==> src/rtl/rx_arbiter_pkg.sv <==
// Shared router sizing defines plus the arbiter package: index width and the
// round-robin pointer advance helper used by rx_arbiter.
`ifndef ROUTER_DEFINES_SVH
`define ROUTER_DEFINES_SVH
`define HDR_SZ     8
`define PL_SZ      16
`define ADDR_SZ    8
`define DIRECTIONS 5
`define DIR_NORTH  0
`define DIR_EAST   1
`define DIR_SOUTH  2
`define DIR_WEST   3
`define DIR_LOCAL  4
`endif

package rx_arbiter_pkg;
    localparam int ITEM_W_DEF = `HDR_SZ + `PL_SZ + `ADDR_SZ;
    localparam int NPORTS_DEF = `DIRECTIONS;
    // Port indices and grant_src are 3 bits wide, enough for up to 8 requesters.
    localparam int IDX_W = 3;

    function automatic logic [IDX_W-1:0] next_ptr(input logic [IDX_W-1:0] w, input int nports);
        if (int'(w) == nports - 1) begin
            return '0;
        end
        return w + 1'b1;
    endfunction
endpackage

==> src/rtl/rx_arbiter_rr_pick.sv <==
// Combinational round-robin picker: first set bit of eligible at or after ptr,
// wrapping modulo NPORTS.
module rr_pick
    import rx_arbiter_pkg::*;
#(
    parameter int NPORTS = `DIRECTIONS
) (
    input  logic [NPORTS-1:0] eligible,
    input  logic [IDX_W-1:0]  ptr,
    output logic              found,
    output logic [IDX_W-1:0]  winner
);

    int              idx;
    logic [IDX_W-1:0] cand;

    // Walk offsets from farthest to nearest so the nearest eligible port wins.
    always_comb begin
        found  = 1'b0;
        winner = '0;
        idx    = 0;
        cand   = '0;
        for (int i = NPORTS - 1; i >= 0; i--) begin
            idx = int'(ptr) + i;
            if (idx >= NPORTS) begin
                idx = idx - NPORTS;
            end
            cand = IDX_W'(idx);
            if (eligible[cand]) begin
                found  = 1'b1;
                winner = cand;
            end
        end
    end

endmodule

==> src/rtl/rx_arbiter.sv <==
// Round-robin arbiter from the per-direction rx deserialisers into the shared
// fifo, with a one-entry registered output stage and a saturating stall counter.
module rx_arbiter
    import rx_arbiter_pkg::*;
#(
    parameter int ITEM_W  = `HDR_SZ + `PL_SZ + `ADDR_SZ,
    parameter int NPORTS  = `DIRECTIONS,
    parameter int STALL_W = 16
) (
    input  logic                     clk,
    input  logic                     reset,
    input  logic [NPORTS-1:0]        valid,
    input  logic [NPORTS*ITEM_W-1:0] item,
    output logic [NPORTS-1:0]        read,
    output logic [ITEM_W-1:0]        item_out,
    output logic                     write,
    input  logic                     full,
    output logic [IDX_W-1:0]         grant_src,
    output logic [STALL_W-1:0]       stall_count
);

    logic                out_valid_q, out_valid_d;
    logic [ITEM_W-1:0]   item_out_q, item_out_d;
    logic [IDX_W-1:0]    grant_src_q, grant_src_d;
    logic [IDX_W-1:0]    ptr_q, ptr_d;
    logic [NPORTS-1:0]   last_mask_q, last_mask_d;
    logic [STALL_W-1:0]  stall_q, stall_d;

    logic                can_load;
    logic                grant;
    logic                found;
    logic [IDX_W-1:0]    winner;
    logic [NPORTS-1:0]   eligible;

    // The rx still shows valid the cycle after its read pulse, so last cycle's
    // grantee is excluded to avoid consuming the same item twice.
    assign eligible = valid & ~last_mask_q;
    assign write    = out_valid_q & ~full & ~reset;
    assign can_load = ~out_valid_q | ~full;
    assign grant    = can_load & found & ~reset;

    rr_pick #(
        .NPORTS (NPORTS)
    ) u_rr_pick (
        .eligible (eligible),
        .ptr      (ptr_q),
        .found    (found),
        .winner   (winner)
    );

    always_comb begin
        read = '0;
        if (grant) begin
            read[winner] = 1'b1;
        end
    end

    always_comb begin
        out_valid_d = out_valid_q & ~write;
        item_out_d  = item_out_q;
        grant_src_d = grant_src_q;
        ptr_d       = ptr_q;
        last_mask_d = '0;
        stall_d     = stall_q;
        if (grant) begin
            out_valid_d         = 1'b1;
            item_out_d          = item[int'(winner)*ITEM_W +: ITEM_W];
            grant_src_d         = winner;
            ptr_d               = next_ptr(winner, NPORTS);
            last_mask_d[winner] = 1'b1;
        end
        if (out_valid_q && full && (stall_q != '1)) begin
            stall_d = stall_q + 1'b1;
        end
    end

    always_ff @(posedge clk) begin
        if (reset) begin
            out_valid_q <= 1'b0;
            item_out_q  <= '0;
            grant_src_q <= '0;
            ptr_q       <= '0;
            last_mask_q <= '0;
            stall_q     <= '0;
        end else begin
            out_valid_q <= out_valid_d;
            item_out_q  <= item_out_d;
            grant_src_q <= grant_src_d;
            ptr_q       <= ptr_d;
            last_mask_q <= last_mask_d;
            stall_q     <= stall_d;
        end
    end

    assign item_out    = item_out_q;
    assign grant_src   = grant_src_q;
    assign stall_count = stall_q;

endmodule

==> config.mk <==
export PLATFORM = sky130hd
export DESIGN_NAME = rx_arbiter
export DESIGN_NICKNAME = d
export VERILOG_FILES = /design/src/rtl/rx_arbiter_pkg.sv /design/src/rtl/rx_arbiter_rr_pick.sv /design/src/rtl/rx_arbiter.sv
export SDC_FILE = /design/constraint.sdc
export NUM_CORES = 1
export LEC_CHECK = 0
export ABC_AREA = 0
export CORE_UTILIZATION = 44
export CTS_CLUSTER_DIAMETER = 30
export DETAILED_ROUTE_END_ITERATION = 12
export PLACE_DENSITY = 0.9
export SLEW_MARGIN = 40
export SYNTH_ARGS = -nofsm -noshare
export SYNTH_HDL_FRONTEND = slang
export SYNTH_SLANG_ARGS = --single-unit
==> constraint.sdc <==
create_clock -name clk -period 8.6 [get_ports clk]
set_input_delay 1.72 -clock clk [delete_from_list [all_inputs] [get_ports clk]]
set_output_delay 1.72 -clock clk [all_outputs]
set_load 0.1 [all_outputs]
==> flow_summary.ini <==
[run_status]
status = finished, final reports clean

[timing]
setup_viol_count_final = 0
max_freq_mhz = 142
relSlewSlack_pct = 55.8
fin_tns_setup_ns = 0
rsz0062_at_grt = false
hold_viol = 0
finalCritPeriodShare_pct = 81.8
tightest_slew_ns = 0.662
report.final.slew_viol_count = 0
fin_skew_ns = 0.0152
post-route-min-period_ns = 7.03

[die]
row_count = 35
fp.dieW_um = 101
fp.coreArea_sq_um = 9420
pin_count = 225
design.die.area_sq_um = 10300
start_util_pct = 46.2
chipHeight_um = 101

[grt]
grt_overflow = 0
grt_use_total_pct = 31.1
antenna_found_initial = 1
grt_pass1_vias = 4633
grt_pass1_wl_um = 24300
grt_max_degree = 57

[routing]
vias = 4755
drc = 0
via_per_inst = 5.81
drtIter0Drc = 203
firstDrtPassIters = 5
postRouteAntennaNets = 0
routed_wl_um = 16100
wl_per_cell_um = 19.7

[cts]
clk_transition_reported_paths_ns = 0.08
cts_root_buffer = clkbuf_8
numCtsBuffers = 9
cts_tree = built
post_cts_buffers = 0
cts_hold_buf = 0
cts_buffer_depth = 2
clock_latency_ns = 0.35
cts_sinks = 60
htree_levels = 3
post_cts_resized = 0

[setup_path]
crit_arrival_ns = 5.31
rr_worst_depth = 12
cp-start-kind = input port
path_cells = clkdlybuf4s50_1 -> or3b_1 -> a211oi_1 -> nor2_1 -> o2bb2ai_1 -> or3_1 -> nand4b_1 -> nand2_1 -> or4b_4 -> nor2_1 -> buf_4
crit_type = input port to output port
crit_path_end_kind = output port
critPathMaxStageDelay_ns = 0.88
crit_path_frequent_cell = nor2_1
cpMaxStageDelayCell = or4b_4
critPathMaxFanout = 37
crit_required_ns = 6.88

[synth]
synthFlopType = dfxtp_1
synth_edf_count = 0
ys_warn_count = 0
syn_inst = 474
ys_seq_area_share_pct = 27.6
syn_nets = 652
avgSynthCellArea_sq_um = 9.17
synthesis.area_sq_um = 4350
async_flop_share_pct = 0
yosysUniqueCellTypes = 65
yosys_register_bits = 60

[place]
finalWeightedCongestion = 0.906
port_buffers = 224
dp_hpwl_um = 12600

[hold_path]
hold_class = flip-flop to flip-flop
hold_path_depth = 2

[finish]
nets = 862
syn_to_final_growth_pct = 51.1
drive_above_1_share_pct = 16.8

[flow_run]
maxCapViolCount = 0
-- per-stage QoR --
stage / utilization (%) / cell area (sq um) / hold WS (ns) / std cells / setup WS [ns]
after CTS: 69.7 / 6560 / 0.447 / 818 / 1.60
after global placement: 70.5 / 6640 / 0.430 / 802 / 1.26
after floorplan: - / 4350 / 0.517 / 474 / 1.80
after detailed placement: 67.7 / 6380 / 0.434 / 802 / 1.61
after global routing: 69.7 / 6570 / 0.472 / 818 / 1.37
final: 69.8 / 6570 / 0.446 / 819 / 1.57
-- per-layer routing --
| metal | wire, um | vias up | GRT usage [%] |
|---|---|---|---|
| li1 | - | 2243 | - |
| met4 | 605 | 0 | 14.2 |
| met3 | 1100 | 44 | 6.83 |
| met1 | 6280 | 2249 | 37.8 |
| met2 | 8140 | 219 | 52.7 |
| met5 | 0 | - | 0 |
-- worst max-delay path, delay by kind of cell --
family	cells	cell delay, ns
buf+inv	2	0.81
simple gates	7	2.23
compound gates	2	0.53
-- flip-flops by register name, summed over array words and instances, names as in the netlist --
register     flops
item_out        32
stall_count     16
last_mask_q      5
grant_src        3
ptr_q            3
out_valid_q      1
-- cells in the final DEF, fill, tap and decap left out, types with 7 or more instances in the layout --
cell	synthesis	final
a21o_1	7	7
a21oi_1	15	14
a22oi_1	36	36
buf_2	12	53
buf_4	1	9
clkbuf_8	0	10
clkdlybuf4s50_1	0	167
dfxtp_1	60	60
ha_1	9	9
mux2i_1	70	70
nand2_1	24	24
nand3_1	7	7
nor2_1	40	38
nor2b_1	10	10
o21ai_0	15	15
o221ai_2	17	17
o22a_1	10	10
or3_1	7	7
xnor2_1	8	8
xor2_1	9	9
-- Yosys cell counts, drive strengths merged, types with 3 or more instances --
library cell | number | share of area (%)
mux2i | 70 | 16
dfxtp | 60 | 28
nor2 | 40 | 3.5
a22oi | 36 | 6.2
nand2 | 24 | 2.1
o221ai | 22 | 6.9
o21ai | 19 | 2.5
buf | 18 | 2.8
a21oi | 16 | 2.1
clkbuf | 13 | 1.1
nor2b | 10 | 1.4
o22a | 10 | 2.0
ha | 9 | 2.6
xnor2 | 9 | 2.0
xor2 | 9 | 1.8
a21o | 7 | 1.2
inv | 7 | 0.60
nand3 | 7 | 0.81
or3 | 7 | 1.0
nand4 | 6 | 0.86
a31oi | 5 | 0.72
nand2b | 5 | 0.72
o211ai | 5 | 0.98
o22ai | 5 | 0.72
and3 | 4 | 0.58
mux2 | 4 | 1.0
nor3b | 4 | 0.69
nor4 | 4 | 0.58
a211oi | 3 | 0.52
and3b | 3 | 0.60
o211a | 3 | 0.69
-- layout make-up --
type | count | area, sq um
multi-input cells | 376 | 2980
repair buffers | 230 | 2020
flip-flops and latches | 60 | 1200
diodes | 1 | 2.50
well taps | 129 | 161
clock buffers | 10 | 138
inverters | 7 | 26.3
clock inverters | 6 | 47.5
fillers | 767 | 2850
-- kinds of logic (layout without fill, tap and decap cells) --
family                     Yosys count  after routing  synth area share [%]
adders and majority gates           10             10                  3.05
xor gates and xnor gates            18             18                  3.80
buffers and inverters               38            253                  4.58
AOI/OAI and AO/OA                  146            146                  27.8
DFF                                 60             60                  27.6
and+or+nand+nor                    126            126                  15.0
muxes                               76             76                  18.2
other                                0              1                     0
-- worst paths after layout --
| check | from | endpoint | slack, ns |
|---|---|---|---|
| worst max register to register | ptr_q[1] | item_out[12] | 3.58 |
| worst min register to register | grant_src[1] | grant_src[1] | 0.45 |
| worst max-delay path | valid[0] | read[3] | 1.57 |
| worst min-delay path | grant_src[1] | grant_src[1] | 0.45 |
Power is left out: the tool's default activity adds up to more than one toggle a clock period on the data nets, which glitch-free logic cannot reach.
